<file path="config.mk">
export PLATFORM = sky130hd
export DESIGN_NAME = cb_bitop_seq
export DESIGN_NICKNAME = d
export VERILOG_FILES = /design/src/rtl/cb_bitop_seq.sv
export SDC_FILE = /design/constraint.sdc
export NUM_CORES = 1
export LEC_CHECK = 0
export ABC_AREA = 0
export BUFFER_PORTS_ARGS = -buffer_cell sky130_fd_sc_hd__buf_2
export CORE_MARGIN = 8
export CORE_UTILIZATION = 44
export CTS_BUF_LIST = sky130_fd_sc_hd__clkbuf_16
export CTS_CLUSTER_DIAMETER = 60
export DETAILED_ROUTE_END_ITERATION = 6
export GPL_ROUTABILITY_DRIVEN = 0
export PLACE_DENSITY = 0.76
export RECOVER_POWER = 50
export SLEW_MARGIN = 20
export SYNTH_ARGS = -nofsm -noshare
export SYNTH_HDL_FRONTEND = slang
export SYNTH_SLANG_ARGS = --single-unit
export TNS_END_PERCENT = 20
</file>
<file path="constraint.sdc">
create_clock -name clk -period 1.8 [get_ports clk]
set_clock_uncertainty 0.1 [all_clocks]
set_input_delay 0.09 -clock clk [delete_from_list [all_inputs] [get_ports clk]]
set_output_delay 0.09 -clock clk [all_outputs]
set_load 0.005 [all_outputs]
</file>
<file path="src/rtl/cb_bitop_seq.sv">
// rtl/cb_bitop_seq.sv - CB-prefix BIT/RES/SET sequencer driving external ALU, register file and memory bus
module cb_bitop_seq #(
  parameter int MCYC         = 4,
  parameter int MEM_WAIT_MAX = 15
) (
  input  logic        clk,
  input  logic        nreset,
  input  logic        start,
  input  logic [7:0]  opcode,
  input  logic [15:0] hl,
  output logic        busy,
  output logic        done,
  output logic        err,
  output logic [2:0]  reg_sel,
  input  logic [7:0]  reg_rdata,
  output logic        reg_we,
  output logic [7:0]  reg_wdata,
  output logic [15:0] mem_addr,
  output logic        mem_rd,
  output logic        mem_wr,
  output logic [7:0]  mem_wdata,
  input  logic [7:0]  mem_rdata,
  input  logic        mem_ack,
  output logic [1:0]  alu_fn,
  output logic [7:0]  alu_a,
  output logic [2:0]  alu_b,
  input  logic [7:0]  alu_result,
  input  logic        alu_zf,
  output logic        flag_we,
  output logic        flag_z,
  output logic        flag_n,
  output logic        flag_h
);

  localparam int TCW = $clog2(MCYC);
  localparam int WCW = $clog2(MEM_WAIT_MAX + 2);
  localparam logic [TCW-1:0] TC_LAST = TCW'(MCYC - 1);
  localparam logic [WCW-1:0] WC_MAX  = WCW'(MEM_WAIT_MAX);

  typedef enum logic [2:0] {
    S_IDLE = 3'd0,
    S_REG  = 3'd1,
    S_MRD  = 3'd2,
    S_MWR  = 3'd3,
    S_FIN  = 3'd4
  } state_t;

  state_t         state, state_n;
  logic [TCW-1:0] tc, tc_n;
  logic [WCW-1:0] wc, wc_n;
  logic [7:0]     op_q;
  logic [15:0]    hl_q;
  logic [7:0]     alu_a_q;
  logic [7:0]     wdata_q;
  logic           ld_a_reg, ld_a_mem, ld_wd;

  logic [1:0] op;
  logic       is_bit;
  logic       tc_last;

  assign op      = op_q[7:6];
  assign is_bit  = (op == 2'b01);
  assign tc_last = (tc == TC_LAST);

  always_ff @(posedge clk or negedge nreset) begin
    if (!nreset) begin
      state   <= S_IDLE;
      tc      <= '0;
      wc      <= '0;
      op_q    <= '0;
      hl_q    <= '0;
      alu_a_q <= '0;
      wdata_q <= '0;
    end else begin
      state <= state_n;
      tc    <= tc_n;
      wc    <= wc_n;
      if (state == S_IDLE && start) begin
        op_q <= opcode;
        hl_q <= hl;
      end
      if (ld_a_reg) alu_a_q <= reg_rdata;
      if (ld_a_mem) alu_a_q <= mem_rdata;
      if (ld_wd)    wdata_q <= alu_result;
    end
  end

  always_comb begin
    state_n   = state;
    tc_n      = tc;
    wc_n      = wc;
    ld_a_reg  = 1'b0;
    ld_a_mem  = 1'b0;
    ld_wd     = 1'b0;
    busy      = 1'b0;
    done      = 1'b0;
    err       = 1'b0;
    reg_sel   = 3'd0;
    reg_we    = 1'b0;
    reg_wdata = 8'd0;
    mem_addr  = 16'd0;
    mem_rd    = 1'b0;
    mem_wr    = 1'b0;
    mem_wdata = 8'd0;
    alu_fn    = 2'd0;
    alu_a     = alu_a_q;
    alu_b     = 3'd0;
    flag_we   = 1'b0;
    flag_z    = 1'b0;
    flag_n    = 1'b0;
    flag_h    = 1'b0;

    unique case (state)
      S_IDLE: begin
        if (start) begin
          tc_n = '0;
          wc_n = '0;
          if (opcode[7:6] == 2'b00)      state_n = S_FIN;
          else if (opcode[2:0] == 3'd6)  state_n = S_MRD;
          else                           state_n = S_REG;
        end
      end

      S_REG: begin
        busy    = 1'b1;
        reg_sel = op_q[2:0];
        alu_fn  = op;
        alu_b   = op_q[5:3];
        tc_n    = tc + TCW'(1);
        if (tc == '0) ld_a_reg = 1'b1;
        if (tc_last) begin
          done    = 1'b1;
          state_n = S_IDLE;
          tc_n    = '0;
          if (is_bit) begin
            flag_we = 1'b1;
            flag_z  = alu_zf;
            flag_h  = 1'b1;
          end else begin
            reg_we    = 1'b1;
            reg_wdata = alu_result;
          end
        end
      end

      S_MRD: begin
        busy     = 1'b1;
        reg_sel  = op_q[2:0];
        alu_fn   = op;
        alu_b    = op_q[5:3];
        // BIT (HL) sets flags in the ack clock, so the ALU sees read data directly.
        alu_a    = mem_rdata;
        mem_addr = hl_q;
        mem_rd   = 1'b1;
        if (!tc_last) begin
          tc_n = tc + TCW'(1);
        end else if (mem_ack) begin
          ld_a_mem = 1'b1;
          if (is_bit) begin
            flag_we = 1'b1;
            flag_z  = alu_zf;
            flag_h  = 1'b1;
            done    = 1'b1;
            state_n = S_IDLE;
          end else begin
            state_n = S_MWR;
          end
          tc_n = '0;
          wc_n = '0;
        end else if (wc == WC_MAX) begin
          state_n = S_FIN;
        end else begin
          wc_n = wc + WCW'(1);
        end
      end

      S_MWR: begin
        busy     = 1'b1;
        reg_sel  = op_q[2:0];
        alu_fn   = op;
        alu_b    = op_q[5:3];
        mem_addr = hl_q;
        mem_wr   = 1'b1;
        // tc==0 occurs once per write cycle; the registered copy covers the rest.
        if (tc == '0) begin
          ld_wd     = 1'b1;
          mem_wdata = alu_result;
        end else begin
          mem_wdata = wdata_q;
        end
        if (!tc_last) begin
          tc_n = tc + TCW'(1);
        end else if (mem_ack) begin
          done    = 1'b1;
          state_n = S_IDLE;
          tc_n    = '0;
          wc_n    = '0;
        end else if (wc == WC_MAX) begin
          state_n = S_FIN;
        end else begin
          wc_n = wc + WCW'(1);
        end
      end

      S_FIN: begin
        busy    = 1'b1;
        reg_sel = op_q[2:0];
        done    = 1'b1;
        err     = 1'b1;
        state_n = S_IDLE;
        tc_n    = '0;
        wc_n    = '0;
      end

      default: state_n = S_IDLE;
    endcase
  end

endmodule

</file>
=== Word-level counts from Yosys, hierarchy flattened ===
Index checks and enable logic that the tools add are counted.

* Bits in registers: 50
* Memories: 0
* Latch bits: 0
* Bits in writable memories: 0
* Word-level logic and storage cells: 95
* ROM bits: 0

* Add/subtract/negate cells: 2
* $mul: 0
* Reductions and logical operators: 13
* Bitwise gates (word level): 0
* Order comparisons: 0
* Eq/ne operators: 15
* Muxes and demuxes: 58
* Shifts and indexed selects: 0
* Divide/modulo/power cells: 0

{| class="wikitable"
|+ Operator list
! operator !! count
|-
| $mux 8 || 8
|-
| $mux 3 || 10
|-
| $mux 1 || 22
|-
| $mux 5 || 4
|-
| $mux 16 || 1
|-
| $pmux 5 s3 || 1
|-
| $mux 2 || 7
|-
| $pmux 3 s4 || 1
|-
| $ne 2x2->1 const B || 4
|-
| $pmux 2 s4 || 1
|-
| $reduce_and 4->1 || 2
|-
| $eq 3x2->1 const B || 2
|-
| $eq 3x3->1 const B || 2
|-
| $ne 3x3->1 const B || 2
|-
| $add 5x1->5 const B || 1
|-
| $eq 5x4->1 const B || 1
|-
| $logic_not 2->1 || 2
|-
| $pmux 1 s2 || 2
|-
| $pmux 1 s4 || 1
|-
| $reduce_bool 4->1 || 1
|-
| $reduce_or 4->1 || 1
|-
| $eq 3x1->1 const B || 1
|-
| $logic_not 3->1 || 1
|-
| $reduce_and 3->1 || 1
|-
| other kinds (9) || 9
|}

=== Depth between registers and ports, before layout ===
Gate-level depths: netlist of run 1.

* Depth after elaboration: 5
* Gate-level depth with buffers: 7
* Depth with buffers taken out: 7

=== Least setup slack after synthesis of run 1 ===
Ideal clock, no wire load.

* Path kind: reg2reg
* Start: register wc[0]
* End: register wc[3]
* Cell stages (with the launch flop): 8
* Period minus slack after synthesis: 1764 ps
* Data arrival time: 1543 ps
* Slack: 36 ps
* Cells stage by stage: dfrtp_1 > ha_1 > and3_1 > ha_1 > inv_1 > nand4_1 > a21o_1 > a22o_1

* Word-level cells in the longest chain between the ends: 5
* Elaborated cells between the ends (all ways): 8
* Those cells by class: 1 x add/sub; 2 x eq/ne; 4 x mux; 1 x reduce/logical

{| class="wikitable"
|+ Ends and longest elaborated chain
! element !! RTL line !! source
|-
| from (decl) || 50 || <nowiki>logic [WCW-1:0] wc, wc_n;</nowiki>
|-
| from (signal assigned) || 77 || <nowiki>wc <= wc_n;</nowiki>
|-
| $add 5x1->5 || 173, 201 ||
|-
| $mux 5 || 170, 198 ||
|-
| $mux 5 || 157 || <nowiki>end else if (mem_ack) begin</nowiki>
|-
| $mux 5 || 191 || <nowiki>if (!tc_last) begin</nowiki>
|-
| $pmux 5 s3 || 113 || <nowiki>unique case (state)</nowiki>
|}

Parallel ways exist; a longest one is shown, timed or not. The select of a mux whose other input is x is not followed.
A chain may end at the register's enable or synchronous reset.

=== Worst setup path after layout of run 1 ===
* Start: register state[0]
* End: output port alu_a[4]

* Word-level cells in the longest chain between the ends: 2

{| class="wikitable"
|+ Ends and longest elaborated chain
! element !! RTL line !! source
|-
| from (decl) || 48 || <nowiki>state_t state, state_n;</nowiki>
|-
| from (signal assigned) || 75 || <nowiki>state <= state_n;</nowiki>
|-
| $eq 3x2->1 || 113 ||
|-
| $mux 8 || 113 ||
|-
| to (decl) || 25 || <nowiki>output logic [7:0] alu_a,</nowiki>
|}

Every way passes these cells.

==> results.rst, run 1 <==
.. list-table::
   :header-rows: 1

   * - Metric
     - Value
   * - Number of failing hold endpoints at the final stage
     - 0
   * - Max Buffers Root-to-Sink
     - 2
   * - Clock period minus final worst setup slack
     - 1.889 ns
   * - Clock transition at the register clock pins on the worst setup and hold paths after CTS
     - ~0.060 ns
   * - Crit share post-route
     - 1.049
   * - Switching power as a share of total power
     - 0.3390
   * - Total of flip-flops plus latches after synthesis
     - 50
   * - Setup repair after global routing missed its margin
     - yes
   * - Clock tree from TritonCTS
     - done
   * - Fill cell total of the finished layout
     - 475
   * - Endpoint arrival time on the critical path
     - between 1.5 and 2 ns
   * - Initial DRT Pass Iterations
     - 4
   * - Startpoint Class
     - register
   * - Cell-internal power
     - roughly 0.0042 W
   * - Normalized max-slew margin
     - 0.2880
   * - Aggregate negative setup slack
     - -1.952 ns
   * - CP max-delay cell
     - dfrtp_2
   * - Share of synthesized flip-flops with an asynchronous set or reset
     - 1.000
   * - Area share of the largest cell type after synthesis
     - 0.4494
   * - Commonest non-fill, non-tap cell in the layout
     - buf_2
   * - Detailed-route DRC error count
     - 0
   * - P_sw
     - 0.002178 W
   * - Proportion of layout cells with a drive suffix above 1
     - 0.5373
   * - Synthesized cell area
     - 0.002784 mm²
   * - Most used cells in the layout excluding fill and tap cells
     - buf_2, dfrtp_1, mux2_2
   * - Overall via count from detail_route
     - 2517
   * - Power per cell area
     - ~1500 mW/mm²
   * - Clock insertion delay at the later pin of the skew report
     - 0.28 ns
   * - Crit path largest cell delay
     - 0.46 ns
   * - Overall routing resource usage
     - 0.1687
   * - Vias per std cell
     - between 5 and 6
   * - Clock Sink Count
     - 50
   * - Area Overhead vs Synth
     - 54.11%
   * - Maximum number of pins on one net before global-route repair
     - 25
   * - Placed cell area
     - between 0.003 and 0.004 mm²
   * - Number of diodes added for antenna fixing
     - 0
   * - Failing checks
     - setup timing
   * - Detail Placement HPWL
     - 5403 µm
   * - Number of max-cap violations
     - 0
   * - Relative contribution of sequential cells to total power
     - 0.304
   * - Worst hold-check path type
     - in -> reg
   * - IO Count
     - approximately 110
   * - Placeable core region
     - roughly 0.0062 mm²
   * - Die height
     - about 96 µm
   * - Cell area after layout
     - between 0.004 and 0.005 mm²
   * - Number of buffers created by CTS
     - 5
   * - Via count of the first global-routing pass
     - approximately 2600
   * - Run status
     - finished with violations
   * - Number of nets in the synthesized netlist
     - between 300 and 400
   * - Wire length of the first global-routing pass
     - approximately 12000 µm
   * - Number of antenna violations at the first check in global routing
     - 0
   * - Logic gate share of total power
     - 0.537
   * - Count of buffers inserted at the top-level ports
     - about 110
   * - Final Routed Wirelength
     - about 8000 µm
   * - Classification of the worst setup path
     - reg -> out
   * - Total Nets Final
     - between 400 and 500
   * - Die width
     - about 96 µm
   * - Buffer type at the clock tree root
     - clkbuf_16
   * - Syn. warnings
     - 0
   * - Number of instances in the synthesized netlist
     - between 200 and 300
   * - Clock share of power
     - 0.159
   * - Static leakage
     - ~2.1 nW
   * - Largest cells by area after synthesis
     - dfrtp_1, mux2_2, and2_1
   * - Number of unique standard cell types used by synthesis
     - 43
   * - Top flip-flop cell by instance count after synthesis
     - dfrtp_1
   * - Floorplan die area
     - around 0.0091 mm²
   * - Worst hold-check slack
     - roughly 0.013 ns
   * - Slew at the pin closest to its max-slew limit
     - ~1.1 ns
   * - Setup crit end kind
     - output pin
   * - Count of pins over their slew limit
     - 0
   * - Yosys top cell by area
     - dfrtp_1
   * - Count of flip-flops with a built-in enable after synthesis
     - 0
   * - Overall overflow remaining after global route
     - 0
   * - Worst-path maximum fanout
     - 9
   * - Row count
     - 29
   * - Final number of setup-violating endpoints
     - 49
   * - Kind of cell adding the most delay to the critical path
     - flip-flops
   * - Initial core utilization
     - 0.4461
   * - FMAX
     - ~530 MHz
   * - First-iteration detailed-routing DRC count
     - 86
   * - Number of routed nets with antenna violations
     - 0
   * - CTS HTree Levels
     - 2
   * - Portion of the post-synthesis area used by sequential elements
     - 0.4494
   * - Setup ws final
     - -0.08894 ns
   * - Avg Inst Size Synth
     - around 11 µm²
   * - Buffers & Inverters on Critical Path
     - 3
   * - Crit-path cells
     - buf_6 -> nor3_4 -> buf_12 -> mux2_2 -> buf_2
   * - Worst VDD drop
     - around 0.00083 V
   * - CP required
     - roughly 1.6 ns
   * - Routed len/inst
     - about 16 µm
[logic make-up after synthesis]
logic type	synth area share
other	0.001347
flip-flops	0.4494
AO/OA/AOI/OAI	0.1146
adder cells (fa/ha/maj)	0.01798
multiplexers	0.1906
buffers and inverters	0.04314
AND/OR/NAND/NOR	0.1829
[timing repair]
action	CTS	global route
setup endpoints to repair	61	85
hold buffers	33	0
pin swaps	0	15
cloned	0	2
setup buffers	2	5
endpoints found under the hold margin	50	0
resized for setup	11	50
[final timing paths]
path / cells past startpoint / slack, ns / from / to
worst min-delay path: 3 / 0.01 / reg_rdata[5] / alu_a_q[5]
worst max-delay path: 5 / -0.09 / state[0] / alu_a[4]
min in group asynchronous: 2 / 0.44 / nreset / tc[0]
worst min register to register: 1 / 0.38 / alu_a_q[7] / alu_a_q[7]
max in group asynchronous: 3 / 0.26 / nreset / hl_q[7]
worst max register to register: 5 / -0.04 / state[2] / hl_q[1]
[metal layers]
layer	vias up	part of all wire	GRT usage
met5	-	0	0
met4	0	0.013	0.04225
met3	10	0.087	0.05748
met2	85	0.50	0.2903
met1	1209	0.40	0.1963
li1	1213	-	-
[sequential cells by signal, summed over array words and instances (netlist names)]
signal	count
state	3
wc	5
op_q	8
hl_q	16
wdata_q	8
alu_a_q	8
tc	2
[final cells by class]
| type | instances | area [µm²] | area share |
|---|---|---|---|
| inverter | 6 | 25.02 | 0.005833 |
| multi-input combinational | 181 | 1546 | 0.3605 |
| clock buffer | 5 | 125.1 | 0.02916 |
| timing repair buffer | 170 | 1205 | 0.2808 |
| tap | 77 | 96.34 | 0.02246 |
| sequential | 50 | 1255 | 0.2925 |
| clock inverter | 3 | 37.54 | 0.008749 |
[power groups by stage]
stage,logic [W],clock network (W),registers (W)
floorplan,0.00192,0,0.00185
global placement,0.00284,0,0.00193
detailed placement,0.00290,0,0.00196
CTS,0.00304,0.00105,0.00193
global route,0.00378,0.00108,0.00203
finish,0.00345,0.00102,0.00195
[Yosys cell counts, drive strengths merged, types with 4 or more instances]
library cell,instances
a22o,10
dfrtp,50
nand2b,4
mux2,40
and3,4
o21ai,7
a21o,12
mux2i,8
buf,12
nand2,12
inv,6
and2,32
nor2,18
ha,4
nor3,5
[metrics by stage]
step | worst slack, ns | instances | util | total power [W]
6_report | -0.08894 | 492 | 0.6875 | 0.006425
4_1_cts | -0.08019 | 485 | 0.6451 | 0.006024
2_1_floorplan | 0.03607 | 250 | - | 0.003771
3_3_place_gp | 0.02190 | 442 | 0.5601 | 0.004770
5_1_grt | -0.1601 | 492 | 0.6875 | 0.006887
3_5_place_dp | -0.04971 | 442 | 0.5601 | 0.004858
[worst reg2reg max path, delay by kind of cell (launching register included)]
kind | cells | cell delay (ns)
and+or+nand+nor | 2 | 0.48
DFF | 1 | 0.42
muxes | 1 | 0.37
buffers and inverters | 2 | 0.36
(Power assumes the default switching activity.)
==> run 2, diff against run 1 <==
--- a/config.mk
+++ b/config.mk
@@ -13,6 +13,7 @@
 export CTS_CLUSTER_DIAMETER = 60
 export DETAILED_ROUTE_END_ITERATION = 6
 export GPL_ROUTABILITY_DRIVEN = 0
+export HOLD_SLACK_MARGIN = 0.1
 export PLACE_DENSITY = 0.76
 export RECOVER_POWER = 50
 export SLEW_MARGIN = 20
==> run 2 against run 1 <==
Net effect: the run still ends with setup timing left; non-clock buffer count rose by 16; setup slack got worse by 0.020 ns; largest power group unchanged; sequential power barely moved.
==> results.rst, run 2 (synthesized netlist as in run 1, its figures left out) <==
.. list-table::
   :header-rows: 1

   * - Metric
     - Value
   * - Buffer type at the clock tree root
     - clkbuf_16 (unchanged)
   * - Worst hold-check path type
     - in -> reg (unchanged)
   * - Endpoint arrival time on the critical path
     - 1.72 ns (was 1.70 ns)
   * - First-iteration detailed-routing DRC count
     - 96 (was 86)
   * - Hold Path End
     - state[2] (was alu_a_q[5])
   * - Number of max-cap violations
     - 0 (unchanged)
   * - Most used cells in the layout excluding fill and tap cells
     - buf_2, dlygate4sd3_1, dfrtp_1 (was buf_2, dfrtp_1, mux2_2)
   * - Instance count along the most critical hold path
     - 4 (was 3)
   * - Slack of the worst reg-to-reg path
     - -0.04 ns (about the same)
   * - Clock tree from TritonCTS
     - done (unchanged)
   * - Row count
     - 29 (unchanged)
   * - Number of diodes added for antenna fixing
     - 0 (unchanged)
   * - Initial DRT Pass Iterations
     - 4 (unchanged)
   * - Proportion of layout cells with a drive suffix above 1
     - 0.5174 (was 0.5373)
   * - CTS HTree Levels
     - 2 (unchanged)
   * - Vias per std cell
     - 5.167 (was 5.116)
   * - Largest register FFs
     - 16 (unchanged)
   * - Commonest non-fill, non-tap cell in the layout
     - buf_2 (unchanged)
   * - Floorplan die area
     - 0.009129 mm² (unchanged)
   * - Slew at the pin closest to its max-slew limit
     - 1.073 ns (was 1.068 ns)
   * - Initial core utilization
     - 0.4461 (unchanged)
   * - Overall via count from detail_route
     - 2625 (was 2517)
   * - Placeable core region
     - 0.006241 mm² (unchanged)
   * - Normalized max-slew margin
     - 0.2848 (was 0.2880)
   * - Failing checks
     - setup timing (unchanged)
   * - Worst VDD drop
     - 0.0007647 V (was 0.0008271 V)
   * - Startpoint Class
     - register (unchanged)
   * - IO Count
     - 111 (unchanged)
   * - Detailed-route DRC error count
     - 0 (unchanged)
   * - Die width
     - 95.55 µm (unchanged)
   * - Number of failing hold endpoints at the final stage
     - 0 (unchanged)
   * - Fill cell total of the finished layout
     - 444 (was 475)
   * - Clock insertion delay at the later pin of the skew report
     - 0.28 ns (about the same)
   * - Cell area after layout
     - 0.004451 mm² (was 0.004290 mm²)
   * - Worst-case setup slack after placement
     - -0.04971 ns (unchanged)
   * - Maximum number of pins on one net before global-route repair
     - 25 (unchanged)
   * - Final Routed Wirelength
     - 8457 µm (was 8037 µm)
   * - Count of pins over their slew limit
     - 0 (unchanged)
   * - Number of antenna violations at the first check in global routing
     - 0 (unchanged)
   * - Max Buffers Root-to-Sink
     - 2 (unchanged)
   * - Setup crit end kind
     - output pin (unchanged)
   * - Power per cell area
     - 1452 mW/mm² (was 1497 mW/mm²)
   * - Reg2reg path depth
     - 5 (unchanged)
   * - Wire length of the first global-routing pass
     - 12840 µm (was 12340 µm)
   * - Number of routed nets with antenna violations
     - 0 (unchanged)
   * - CP required
     - 1.61 ns (about the same)
   * - Count of buffers inserted at the top-level ports
     - 109 (unchanged)
   * - Setup repair after global routing missed its margin
     - yes (unchanged)
   * - Total Nets Final
     - 487 (was 471)
   * - Clock period minus final worst setup slack
     - 1.909 ns (was 1.889 ns)
   * - Number of buffers created by CTS
     - 5 (unchanged)
   * - Detail Placement HPWL
     - 5403 µm (unchanged)
   * - Classification of the worst setup path
     - reg -> out (unchanged)
   * - Static leakage
     - 2.189 nW (was 2.122 nW)
   * - RR Startpoint
     - state[2] (unchanged)
   * - Clock Sink Count
     - 50 (unchanged)
   * - FMAX
     - 523.9 MHz (was 529.4 MHz)
   * - Area Overhead vs Synth
     - 59.87% (was 54.11%)
   * - Setup ws final
     - -0.1088 ns (was -0.08894 ns)
   * - Die height
     - 95.55 µm (unchanged)
   * - Critical R2R Capture
     - hl_q[1] (unchanged)
   * - Overall overflow remaining after global route
     - 0 (unchanged)
   * - Via count of the first global-routing pass
     - 2675 (was 2574)
   * - Clock transition at the register clock pins on the worst setup and hold paths after CTS
     - 0.06 ns (about the same)
   * - Start point of the worst hold path
     - start (was reg_rdata[5])
   * - Final number of setup-violating endpoints
     - 49 (unchanged)
   * - Routed len/inst
     - 16.65 µm (was 16.34 µm)
   * - Placed cell area
     - 0.003496 mm² (unchanged)
   * - Overall routing resource usage
     - 0.1761 (was 0.1687)
   * - Crit share post-route
     - 1.060 (was 1.049)
   * - Run status
     - finished with violations (unchanged)
   * - Most flop-heavy register
     - hl_q (unchanged)
   * - Worst-path maximum fanout
     - 9 (unchanged)
==> run 2: cell count changes in the layout (fill, tap and decap cells not counted), sizes merged <==
cell and delta:
dlygate4sd3 +16
==> run 2: area by class of cell <==
cell class	count	area (µm²)	share of cell area
Clock buffer	5	125.1	0.02811
Inverter	6	25.02	0.005623
Clock inverter	3	37.54	0.008434
Timing Repair Buffer	186	1365	0.3067
Multi-Input combinational cell	181	1546	0.3475
Tap cell	77	96.34	0.02165
Sequential cell	50	1255	0.2820
==> run 2: metal layers <==
layer  part of all wire  vias to the layer above  GRT usage
met3              0.080                       12    0.05433
met1               0.40                     1266     0.2005
met5                  0                        -          0
li1                   -                     1249          -
met2               0.51                       98     0.3131
met4              0.013                        0    0.04225
==> run 2: power by group <==
group	total [W]	switching, W	internal (W)
logic	0.00349	0.00152	0.00198
registers	0.00195	0.000303	0.00165
clock network	0.00102	0.000375	0.000645
==> run 2: per-stage QoR <==
step	power (W)	utilization	hold slack (ns)	TNS, ns	instances
2_1_floorplan	0.003771	-	-0.3056	0	250
3_3_place_gp	0.004770	0.5601	-0.03391	0	442
3_5_place_dp	0.004858	0.5601	-0.02980	-0.3429	442
4_1_cts	0.006050	0.6708	0.1117	-1.296	501
5_1_grt	0.006925	0.7131	0.1788	-5.340	508
6_report	0.006463	0.7131	0.1466	-1.972	508
==> run 2: worst max-delay path by stage <==
stage / from / endpoint / slack [ns]
2_1_floorplan: wc[0] / wc[3] / 0.04
6_report: state[0] / alu_a[0] / -0.11
3_5_place_dp: state[2] / alu_a_q[6] / -0.05
5_1_grt: state[0] / alu_a[0] / -0.17
4_1_cts: state[1] / reg_wdata[1] / -0.08
3_3_place_gp: wc[0] / wc[3] / 0.02
==> run 2: repair_timing <==
item                                    4_1_cts  5_1_grt
gates cloned                                  0        2
hold buffers                                 49        0
setup buffers                                 2        5
endpoints found under the setup margin       61       85
resized for setup                            11       50
pin swaps                                     0       15
endpoints found under the hold margin        91        0
==> run 2: worst max-delay path, cell delays in order (launching register included) <==
cell	delay (ns)
dfrtp_2	0.46
buf_6	0.14
nor3_4	0.20
buf_12	0.15
mux2_2	0.34
buf_2	0.14
==> run 3, diff against run 2 <==
--- a/config.mk
+++ b/config.mk
@@ -6,15 +6,15 @@
 export NUM_CORES = 1
 export LEC_CHECK = 0
 export ABC_AREA = 0
-export BUFFER_PORTS_ARGS = -buffer_cell sky130_fd_sc_hd__buf_2
 export CORE_MARGIN = 8
-export CORE_UTILIZATION = 44
+export CORE_UTILIZATION = 55
 export CTS_BUF_LIST = sky130_fd_sc_hd__clkbuf_16
 export CTS_CLUSTER_DIAMETER = 60
 export DETAILED_ROUTE_END_ITERATION = 6
+export DONT_BUFFER_PORTS = 1
 export GPL_ROUTABILITY_DRIVEN = 0
 export HOLD_SLACK_MARGIN = 0.1
-export PLACE_DENSITY = 0.76
+export PLACE_DENSITY = 0.7
 export RECOVER_POWER = 50
 export SLEW_MARGIN = 20
 export SYNTH_ARGS = -nofsm -noshare
==> constraint.sdc (replaced) <==
create_clock -name clk -period 2.35 [get_ports clk]
set_clock_uncertainty 0.1 [all_clocks]
set_input_delay 0.1175 -clock clk [delete_from_list [all_inputs] [get_ports clk]]
set_output_delay 0.1175 -clock clk [all_outputs]
set_load 0.005 [all_outputs]
==> run 3 against run 2 <==
Net effect: the run now ends clean; first-iteration DRC count rose by 14%; via count decreased by 18%; critical path depth up 1; die area down 17%.
==> results.rst, run 3 (synthesized netlist as in run 1, its figures left out) <==
.. list-table::
   :header-rows: 1

   * - Metric
     - Value
   * - Run status
     - finished, final reports clean (was finished with violations)
   * - Wire length of the first global-routing pass
     - 11360 µm (was 12840 µm)
   * - Number of routed nets with antenna violations
     - 0 (unchanged)
   * - Startpoint Class
     - register (unchanged)
   * - Floorplan die area
     - 0.007594 mm² (was 0.009129 mm²)
   * - Most flop-heavy register
     - hl_q (unchanged)
   * - Logic depth of the worst path, buffers included
     - 6 (was 5)
   * - Clock tree from TritonCTS
     - done (unchanged)
   * - Logic gate share of total power
     - 0.435 (was 0.540)
   * - First-iteration detailed-routing DRC count
     - 109 (was 96)
   * - CP max-delay cell
     - dlygate4sd3_1 (was dfrtp_2)
   * - Number of buffers created by CTS
     - 5 (unchanged)
   * - Number of diodes added for antenna fixing
     - 0 (unchanged)
   * - Switching power as a share of total power
     - 0.3479 (was 0.3393)
   * - Relative contribution of sequential cells to total power
     - 0.363 (was 0.302)
   * - Buffer type at the clock tree root
     - clkbuf_16 (unchanged)
   * - Worst-path maximum fanout
     - 5 (was 9)
   * - Static leakage
     - 1.585 nW (was 2.189 nW)
   * - Crit-path cells
     - ha_1 -> and3_1 -> ha_1 -> o311a_1 -> o21ai_0 -> dlygate4sd3_1 (was buf_6 -> nor3_4 -> buf_12 -> mux2_2 -> buf_2)
   * - Overall routing resource usage
     - 0.1902 (was 0.1761)
   * - Most used cells in the layout excluding fill and tap cells
     - dlygate4sd3_1, dfrtp_1, mux2_2 (was buf_2, dlygate4sd3_1, dfrtp_1)
   * - Worst VDD drop
     - 0.0007168 V (was 0.0007647 V)
   * - Area Overhead vs Synth
     - 26.70% (was 59.87%)
   * - Clock Sink Count
     - 50 (unchanged)
   * - Overall via count from detail_route
     - 2142 (was 2625)
   * - Overall overflow remaining after global route
     - 0 (unchanged)
   * - Cell-internal power
     - 0.002716 W (was 0.004270 W)
   * - Crit share post-route
     - 0.9488
   * - Reg2reg path depth
     - 6 (was 5)
   * - Crit-path most repeated cell
     - ha_1
   * - IO Count
     - 111 (unchanged)
   * - Initial core utilization
     - 0.5557 (was 0.4461)
   * - Worst hold-check slack
     - 0.1281 ns (was 0.1466 ns)
   * - Vias per std cell
     - 5.682 (was 5.167)
   * - Die width
     - 87.15 µm (was 95.55 µm)
   * - Number of max-cap violations
     - 0 (unchanged)
   * - Clock share of power
     - 0.202 (was 0.158)
   * - Clock period minus final worst setup slack
     - ~2.2 ns
   * - Proportion of layout cells with a drive suffix above 1
     - 0.2280 (was 0.5174)
   * - Final Routed Wirelength
     - 7097 µm (was 8457 µm)
   * - Count of buffers inserted at the top-level ports
     - 0 (was 109)
   * - Final number of setup-violating endpoints
     - 0 (was 49)
   * - Crit path largest cell delay
     - 0.56 ns (was 0.46 ns)
   * - Die height
     - 87.15 µm (was 95.55 µm)
   * - FMAX
     - ~450 MHz
   * - Initial DRT Pass Iterations
     - 4 (unchanged)
   * - Placeable core region
     - 0.005010 mm² (was 0.006241 mm²)
   * - Clock transition at the register clock pins on the worst setup and hold paths after CTS
     - 0.07 ns (was 0.06 ns)
   * - Clock insertion delay at the later pin of the skew report
     - 0.29 ns (was 0.28 ns)
   * - Worst hold-check path type
     - in -> reg (unchanged)
   * - Setup crit end kind
     - register (was output pin)
   * - Endpoint arrival time on the critical path
     - 2.36 ns (was 1.72 ns)
   * - Max Buffers Root-to-Sink
     - 2 (unchanged)
   * - Start point of the worst hold path
     - opcode[1] (was start)
   * - CTS HTree Levels
     - 2 (unchanged)
   * - Kind of cell adding the most delay to the critical path
     - buffers and inverters (was flip-flops)
   * - Maximum number of pins on one net before global-route repair
     - 51 (was 25)
   * - Number of antenna violations at the first check in global routing
     - 0 (unchanged)
   * - Commonest non-fill, non-tap cell in the layout
     - dlygate4sd3_1 (was buf_2)
   * - RR Startpoint
     - wc[0] (was state[2])
   * - P_sw
     - 0.001449 W (was 0.002193 W)
   * - Row count
     - 26 (was 29)
   * - CP required
     - 2.48 ns (was 1.61 ns)
   * - Routed len/inst
     - 18.82 µm (was 16.65 µm)
   * - Via count of the first global-routing pass
     - 2312 (was 2675)
   * - Classification of the worst setup path
     - reg -> reg (was reg -> out)
   * - Count of pins over their slew limit
     - 0 (unchanged)
   * - Aggregate negative setup slack
     - 0 ns (was -1.972 ns)
   * - Instance count along the most critical hold path
     - 4 (unchanged)
   * - Detail Placement HPWL
     - 4491 µm (was 5403 µm)
   * - Power per cell area
     - 1181 mW/mm² (was 1452 mW/mm²)
   * - Buffers & Inverters on Critical Path
     - 1 (was 3)
   * - Slew at the pin closest to its max-slew limit
     - 1.194 ns (was 1.073 ns)
   * - Number of failing hold endpoints at the final stage
     - 0 (unchanged)
   * - Largest register FFs
     - 16 (unchanged)
   * - Normalized max-slew margin
     - 0.2041 (was 0.2848)
   * - Detailed-route DRC error count
     - 0 (unchanged)
   * - Total Nets Final
     - 363 (was 487)
   * - Setup repair after global routing missed its margin
     - no (was yes)
   * - Start point of the critical path
     - wc[0] (was state[0])
-- run 3: cell types whose count changed in the layout (fill, tap and decap cells not counted), sizes merged --
cell / delta
buf: -125
clkbuf: -2
dlygate4sd3: +3
-- run 3: metal layers --
metal | vias to the layer above | GRT usage | share of wire
met5 | - | 0 | 0
met4 | 0 | 0.05156 | 0.0092
met3 | 7 | 0.08113 | 0.11
met2 | 101 | 0.3116 | 0.48
met1 | 1035 | 0.2220 | 0.40
li1 | 999 | - | -
-- run 3: repair_timing --
action	in CTS	in global routing
setup endpoints to repair	0	9
hold buffers	53	0
gates resized for setup	0	3
setup buffers	0	2
endpoints found under the hold margin	95	0
-- run 3: area by class of cell --
| cell class | count | area [µm²] |
|---|---|---|
| Fill cell | 371 | 1483 |
| Inverter | 6 | 22.52 |
| Sequential cell | 50 | 1254 |
| Clock inverter | 3 | 47.55 |
| Timing Repair Buffer | 62 | 589.3 |
| Tap cell | 70 | 87.58 |
| Multi-Input combinational cell | 181 | 1401 |
| Clock buffer | 5 | 125.1 |
-- run 3: per-stage QoR --
step | setup slack [ns] | power, W | std cells | utilization | cell area [µm²]
2_1_floorplan | 0.5861 | 0.002889 | 250 | - | 2784
3_3_place_gp | 0.4215 | 0.003156 | 314 | 0.5642 | 2826
3_5_place_dp | 0.3916 | 0.003206 | 314 | 0.5642 | 2826
4_1_cts | 0.05435 | 0.004188 | 375 | 0.7080 | 3547
5_1_grt | 0.01676 | 0.004472 | 377 | 0.7040 | 3527
6_report | 0.1204 | 0.004165 | 377 | 0.7040 | 3527
-- run 3: final timing paths --
path | slack, ns | end
hold reg to reg | 0.38 | alu_a_q[6]
max in group asynchronous | 0.82 | state[2]
hold / removal | 0.13 | state[1]
setup / recovery | 0.12 | state[0]
setup reg to reg | 0.12 | state[0]
min in group asynchronous | 0.53 | wdata_q[0]
-- run 3: power groups by stage --
stage          sequential (W)  combinational, W  clock (W)
2_1_floorplan         0.00142           0.00147          0
3_3_place_gp          0.00150           0.00165          0
3_5_place_dp          0.00153           0.00168          0
4_1_cts               0.00151           0.00183   0.000854
5_1_grt               0.00157           0.00201   0.000892
6_report              0.00151           0.00181   0.000841
-- run 3: worst min-delay path, stage by stage --
cell	delay (ns)
nand2_1	0.07
nor4_1	0.06
a31oi_1	0.14
o21ai_0	0.08
